**src/rtl/imem_arb_pkg.sv**
```systemverilog
// Shared types and constants for the instruction-memory port arbiter.
// State encodings, word geometry and the fetch-error filler instruction.
package imem_arb_pkg;

  typedef logic [2:0] state_t;

  localparam state_t S_IDLE  = 3'd0;
  localparam state_t S_READ  = 3'd1;
  localparam state_t S_DRAIN = 3'd2;
  localparam state_t S_RESP  = 3'd3;
  localparam state_t S_WRITE = 3'd4;

  localparam int BYTES_PER_WORD = 4;

  localparam logic [31:0] NOP_INSTR = 32'h0000_0013;

endpackage

```
**src/rtl/imem_port_arbiter.sv**
```systemverilog
// Fetch/loader arbiter onto a byte-wide, single-port instruction memory.
// Define IMEM_ALIGN_CHECK_EN to reject word accesses with addr[1:0] != 0.
module imem_port_arbiter
  import imem_arb_pkg::*;
#(
  parameter int ADDRESS_WIDTH = 32,
  parameter int DATA_WIDTH    = 8,
  parameter int DATAOUT_WIDTH = 32
) (
  input  logic                     clk,
  input  logic                     rst_n,
  input  logic                     f_req_valid,
  output logic                     f_req_ready,
  input  logic [ADDRESS_WIDTH-1:0] f_addr,
  output logic                     f_rsp_valid,
  output logic [DATAOUT_WIDTH-1:0] f_rdata,
  input  logic                     l_req_valid,
  output logic                     l_req_ready,
  input  logic [ADDRESS_WIDTH-1:0] l_addr,
  input  logic [DATAOUT_WIDTH-1:0] l_wdata,
  output logic [ADDRESS_WIDTH-1:0] mem_addr,
  output logic                     mem_we,
  output logic [DATA_WIDTH-1:0]    mem_wdata,
  input  logic [DATA_WIDTH-1:0]    mem_rdata,
  output logic                     busy,
  output logic                     err
);

  localparam int BW = DATAOUT_WIDTH - DATA_WIDTH;

  state_t state_q, state_d;
  logic [1:0] cnt_q, cnt_d;
  logic [1:0] lane;
  logic [ADDRESS_WIDTH-1:0] addr_q;
  logic [DATAOUT_WIDTH-1:0] wdata_q;
  logic [DATAOUT_WIDTH-1:0] rdata_q;
  logic [BW-1:0] buf_q;
  logic err_q;
  logic chk_en;
  logic idle, l_acc, f_acc, f_mis, l_mis;
  logic mem_act;

`ifdef IMEM_ALIGN_CHECK_EN
  assign chk_en = 1'b1;
`else
  assign chk_en = 1'b0;
`endif

  assign idle  = (state_q == S_IDLE);
  assign l_req_ready = idle;
  assign f_req_ready = idle && !l_req_valid;
  assign l_acc = l_req_valid && idle;
  assign f_acc = f_req_valid && f_req_ready;
  assign f_mis = chk_en && (f_addr[1:0] != 2'b00);
  assign l_mis = chk_en && (l_addr[1:0] != 2'b00);

  assign busy        = !idle;
  assign f_rsp_valid = (state_q == S_RESP);
  assign f_rdata     = rdata_q;
  assign err         = err_q;

  assign mem_act   = (state_q == S_READ) || (state_q == S_WRITE);
  assign mem_we    = (state_q == S_WRITE);
  assign mem_addr  = mem_act ? addr_q + ADDRESS_WIDTH'(cnt_q) : '0;
  assign mem_wdata = mem_we
    ? wdata_q[DATAOUT_WIDTH-1-DATA_WIDTH*int'(cnt_q) -: DATA_WIDTH]
    : '0;

  // byte returned now belongs to the address issued last cycle
  assign lane = cnt_q - 2'd1;

  // next state and byte counter
  always_comb begin
    state_d = state_q;
    cnt_d   = cnt_q;
    unique case (state_q)
      S_IDLE: begin
        cnt_d = 2'd0;
        if (l_acc) begin
          state_d = l_mis ? S_IDLE : S_WRITE;
        end else if (f_acc) begin
          state_d = f_mis ? S_RESP : S_READ;
        end
      end
      S_READ: begin
        cnt_d = cnt_q + 2'd1;
        if (cnt_q == 2'd3) state_d = S_DRAIN;
      end
      S_DRAIN: state_d = S_RESP;
      S_RESP:  state_d = S_IDLE;
      S_WRITE: begin
        cnt_d = cnt_q + 2'd1;
        if (cnt_q == 2'd3) state_d = S_IDLE;
      end
      default: begin
        state_d = S_IDLE;
        cnt_d   = 2'd0;
      end
    endcase
  end

  // state, request latches, byte assembly and error pulse
  always_ff @(posedge clk or negedge rst_n) begin
    if (!rst_n) begin
      state_q <= S_IDLE;
      cnt_q   <= 2'd0;
      addr_q  <= '0;
      wdata_q <= '0;
      buf_q   <= '0;
      rdata_q <= '0;
      err_q   <= 1'b0;
    end else begin
      state_q <= state_d;
      cnt_q   <= cnt_d;
      err_q   <= 1'b0;
      if (l_acc) begin
        addr_q  <= l_addr;
        wdata_q <= l_wdata;
        err_q   <= l_mis;
      end else if (f_acc) begin
        addr_q <= f_addr;
        err_q  <= f_mis;
        if (f_mis) rdata_q <= DATAOUT_WIDTH'(NOP_INSTR);
      end
      if (state_q == S_READ && cnt_q != 2'd0)
        buf_q[BW-1-DATA_WIDTH*int'(lane) -: DATA_WIDTH] <= mem_rdata;
      if (state_q == S_DRAIN)
        rdata_q <= {buf_q, mem_rdata};
    end
  end

endmodule

```
**config.mk**
```make
export PLATFORM = sky130hd
export DESIGN_NAME = imem_port_arbiter
export DESIGN_NICKNAME = d
export VERILOG_FILES = /design/src/rtl/imem_arb_pkg.sv /design/src/rtl/imem_port_arbiter.sv
export SDC_FILE = /design/constraint.sdc
export NUM_CORES = 1
export LEC_CHECK = 0
export ABC_CLOCK_PERIOD_IN_PS = 2370
export CORE_MARGIN = 5
export CORE_UTILIZATION = 48
export DETAILED_ROUTE_END_ITERATION = 8
export GPL_ROUTABILITY_DRIVEN = 0
export PLACE_DENSITY = 0.81
export RECOVER_POWER = 100
export SLEW_MARGIN = 20
export SYNTH_ARGS = -nofsm -noshare
export SYNTH_HDL_FRONTEND = slang
export SYNTH_SLANG_ARGS = --single-unit
```
**constraint.sdc**
```tcl
create_clock -name clk -period 2.37 [get_ports clk]
set_input_delay 0.3555 -clock clk [delete_from_list [all_inputs] [get_ports clk]]
set_output_delay 0.3555 -clock clk [all_outputs]
set_load 0.1 [all_outputs]
```
# Word level (Yosys, flattened, before mapping)

Index checks and enable logic that the tools add are counted.

$add $sub $neg: 6
Multiply operators: 0
Div/mod/pow operators: 0
Order comparisons: 0
Equal/unequal tests: 8
Shift operators: 3
Mux-type cells: 11
Bitwise logic cells: 0
Reduce and logical (&&, ||, !) cells: 13

Operator list:

| kind                      | count |
|---|---|
| $mux W32                  | 3 |
| $shiftx A39 B6 Y8         | 1 |
| $neg A6 Y33               | 1 |
| $shift A8 B33 Y31 const A | 1 |
| $shiftx A8 B33 Y31        | 1 |
| $add A32 B2 Y32           | 1 |
| $bwmux W24                | 1 |
| $mux W3                   | 4 |
| $pmux W3 S4               | 1 |
| $sub A5 B5 Y6 const A     | 2 |
| $mux W8                   | 1 |
| $eq A3 B2 Y1 const B      | 2 |
| $logic_and A1 B1 Y1       | 4 |
| $ne A2 B1 Y1 const B      | 2 |
| $pmux W2 S2               | 1 |
| $reduce_bool A2 Y1        | 2 |
| $reduce_or A2 Y1          | 2 |
| $eq A3 B1 Y1 const B      | 1 |
| $eq A3 B3 Y1 const B      | 1 |
| $logic_not A3 Y1          | 1 |
| $ne A3 B1 Y1 const B      | 1 |
| $reduce_and A3 Y1         | 1 |
| $add A2 B1 Y2 const B     | 1 |
| $eq A2 B2 Y1 const B      | 1 |
| 3 further kinds           | 4 |

Register bits after elaboration: 125
Bits in latches: 0
Bits in writable memories: 0
Memory bits (read-only): 0
Input bits: 108
Output and inout port bits: 78
Word-level logic and storage cells: 47
Memories: 0

# Depth between registers and ports, before layout

Depth after elaboration: 6
Depth in mapped cells: 8
Depth with buffers taken out: 7

# Least setup slack after synthesis

OpenSTA, ideal clock, no wires.

Kind: reg-to-output
From: register state_q[0]
To: output port f_req_ready
Arrival: 3.867 ns
Data required time: 2.014 ns
Slack: -1.853 ns
Cell stages (with the launch flop): 5
Path buffers: 1
Cell sequence: dfrtp_1 > buf_2 > nor3_2 > inv_2 > nor2_1

Cells in the longest elaborated chain, start to end: 2

Ends and longest elaborated chain:

| what                   | line                     | text |
|---|---|---|
| from (decl)            | imem_port_arbiter.sv:31  | `state_t state_q, state_d;` |
| from (signal assigned) | imem_port_arbiter.sv:113 | `state_q <= state_d;` |
| $logic_not A3 Y1       | imem_port_arbiter.sv:49  | `assign idle = (state_q == S_IDLE);` |
| named net l_req_ready  | imem_port_arbiter.sv:18  | `output logic l_req_ready,` |
| $logic_and A1 B1 Y1    | imem_port_arbiter.sv:51  | `assign f_req_ready = idle && !l_req_valid;` |
| to (decl)              | imem_port_arbiter.sv:13  | `output logic f_req_ready,` |

The timed path passes the listed nets, and every way through them passes these cells.

# Worst setup path in the final report

From: register addr_q[0]
To: output port mem_addr[18]

Cells in the longest elaborated chain, start to end: 2

Ends and longest elaborated chain:

| what                   | line                     | text |
|---|---|---|
| from (decl)            | imem_port_arbiter.sv:34  | `logic [ADDRESS_WIDTH-1:0] addr_q;` |
| from (signal assigned) | imem_port_arbiter.sv:117 | `addr_q <= l_addr;` |
| from (signal assigned) | imem_port_arbiter.sv:121 | `addr_q <= f_addr;` |
| $add A32 B2 Y32        | imem_port_arbiter.sv:64  | `assign mem_addr = mem_act ? addr_q + ADDRESS_WIDTH'(cnt_q) : '0;` |
| $mux W32               | imem_port_arbiter.sv:64  |  |
| to (decl)              | imem_port_arbiter.sv:21  | `output logic [ADDRESS_WIDTH-1:0] mem_addr,` |

Every way passes these cells.

==> impl_results.md <==
- R2r startpoint: cnt_q[1]$_DFFE_PN0N_
- Post-synthesis register bit count: 125
- Row count: 41
- 1st-pass router iterations: 5
- CTS tree: yes
- Syn_area_per_cell: around 11 um^2
- R2R depth: 7
- Setup crit end kind: output port
- Slowest cell on the critical path: dfrtp_1
- Clock slew at reported path FFs: 50 ps
- WP depth: 11
- Hpwl dp: between 10,000 and 15,000 um
- Placed instance area: between 9000 and 10,000 um^2
- EDFF count, synth: 0
- Tmin final: 2940 ps
- Root buffer cell: clkbuf_16
- Setup CP Type: register to output port
- Area grow syn2layout: 61.8%
- WP data required: 2010 ps
- Crit path from: addr_q[0]$_DFFE_PN0P_
- DRC violations left: 0
- Slew @ Worst Pin: 881 ps
- Most frequent cells in the layout: 124 x dfrtp_1, 106 x clkdlybuf4s50_1, 62 x buf_4
- # diodes: 0
- Clock Tree Buf Depth: 2
- Worst Skew: 10.1 ps
- Routed Antenna Nets: 0
- RSZ-0062 raised after global routing: yes
- Cell family with most CP delay: buffers and inverters
- Final Hold Viols: 0
- First-pass GRT wire length: slightly below 30,000 um
- Wirelength per Cell: 19.6 um
- Initial antenna violation count: 0
- Placed cell count: 918
- Die H: 124 um
- Clock Latency Late Sink: 410 ps
- Period utilisation layout: 124%
- Reg2reg end: buf_q[7]$_DFFE_PN0P_
- Buf/Inv on CP: 4
- Max incr delay on CP: between 300 and 400 ps
- Final setup fails: 60
- Hold WS: 481 ps
- Fmax: 341 MHz
- Die ar.: 15,400 um^2
- Synth Cell Area: 6230 um^2
- Failing checks: negative setup slack
- DRT iter0 DRCs: between 400 and 500
- Worst-path fanout max: 4
- Via density: 5.53
- Port Buffers: between 150 and 200
- Hold Crit Depth: 2
- Min-delay src: buf_q[11]$_DFFE_PN0P_
- Syn nets: 681
- Final WL: 18,900 um
- Post-synthesis sequential area ratio: between 50% and 60%
- IO Count: around 190
- Async set-reset flop share out of synthesis: 100%
- Worst Setup Start Kind: register
- CP dominant cell by count: buf_4
- Slew Viols, Final: 0
- Status: complete, but fails checks
- Vias in the first global route: 5,723
- Largest net degree at the start of global routing: 65
- Nets: 895
- Final worst slack: -566 ps
- # clock sinks: approximately 130
- Total Routing Usage GR: 24.7%
- Max_cap viols: 0
- Die X: 124 um
- Most common cell after layout, fill and taps aside: dfrtp_1
- Post-synth top flop: dfrtp_1
- Number of CTS-inserted buffers: 17
- Hold Path Class: register to register
- Layout Cells excl Fill: just under 1,000
- Arrival time at the worst endpoint: 2580 ps
- CP Cell Sequence: ha_2, fa_2, nand4_1, buf_4, buf_6, nor3_4, buf_4, nand3_4, xor2_2, nor2_4, buf_12
- Post-Syn Instances: 565
- Worst rel slew slack: 41.2%
- Core area: 12,700 um^2
- Grt total ovfl: 0
- Vias: between 5,000 and 6,000
- Layout cells sized above 1: 37.2%
- Worst Hold End: buf_q[11]$_DFFE_PN0P_
- Flop-to-flop setup slack: -180 ps
- Post-Layout Inst Area: 10,100 um^2
- Yosys Warn Count: 0
- Initial Utilization: 49.2%
- Distinct cells, synth: 46
- H-tree levels: 4
## registers in the layout (all words and copies together) (netlist names)
signal   flops
addr_q      32
buf_q       24
cnt_q        2
f_rdata     32
state_q      3
wdata_q     32
## per-stage QoR
| step | util (%) | setup TNS [ps] | setup WS (ps) |
|---|---|---|---|
| 2_1_floorplan | - | -16720 | -266 |
| 3_3_place_gp | 72.2 | -9.31 | -9.31 |
| 3_5_place_dp | 72.2 | -603 | -181 |
| 4_1_cts | 79.0 | -9640 | -456 |
| 5_1_grt | 79.5 | -24230 | -659 |
| 6_report | 79.5 | -15270 | -566 |
## synth_stat cells, types with 2 or more instances
cell	instances	area, um^2
a21oi_1	38	190
and2_1	3	18.8
and3_1	12	75.1
and4_1	2	17.5
buf_2	7	35.0
buf_4	7	52.6
buf_6	3	33.8
clkbuf_1	14	52.6
dfrtp_1	125	3130
ha_1	7	87.6
inv_1	5	18.8
mux2_1	35	394
mux2_2	29	327
mux2i_1	32	320
mux4_2	8	180
nand2_1	54	203
nand2b_1	3	18.8
nand3_1	19	95.1
nand3_2	3	30.0
nand4_1	7	43.8
nor2_1	66	248
nor2_2	2	12.5
nor2b_1	4	25.0
nor3_1	2	10.0
nor3_2	3	30.0
nor4_4	2	42.5
o21ai_0	5	25.0
o21ai_1	23	115
or3_1	3	18.8
xnor2_1	5	43.8
xor2_1	22	193
## layout make-up
type	instances	area [um^2]
flip-flops and latches	125	3130
inverters	6	36.3
well taps	172	215
multi-input cells	403	3490
clock buffers	23	478
repair buffers	226	2570
fillers	701	2590
clock inverters	9	159
## per-layer routing
layer | track usage, % | share of wire [%] | vias up
met3 | 6.45 | 7.1 | 54
met5 | 0 | 0 | -
met4 | 11.0 | 3.3 | 0
li1 | - | - | 2393
met1 | 30.5 | 39 | 2622
met2 | 40.9 | 51 | 265
## kinds of logic after synthesis
logic type,synth area share (%)
muxes,19.6
and+or+nand+nor,15.6
AOI/OAI and AO/OA,5.81
xor gates and xnor gates,3.80
DFF,50.2
adders and majority gates,1.73
other,0.0602
buffers and inverters,3.15
## tightest hold or removal path: stages, from the launching register on
cell and delay (ps):
dfrtp_1 340, nand2_1 50, o21ai_1 60
## worst max path at each step
stage,to,slack (ps)
final,mem_addr[18],-570
after global placement,mem_addr[14],-9
after floorplan,wdata_q[10]$_DFFE_PN0P_,-270
after global routing,mem_addr[18],-660
after CTS,mem_addr[28],-460
after detailed placement,mem_addr[14],-180
## timing repair
| item | CTS | global route |
|---|---|---|
| setup buffers | 12 | 3 |
| hold buffers | 1 | 0 |
| hold endpoints to repair | 34 | 0 |
| setup endpoints to repair | 37 | 63 |
| resized for setup | 23 | 15 |
| pin swaps | 14 | 10 |
Power is left out: the tool's default activity adds up to more than one toggle a clock period on the data nets, which glitch-free logic cannot reach.
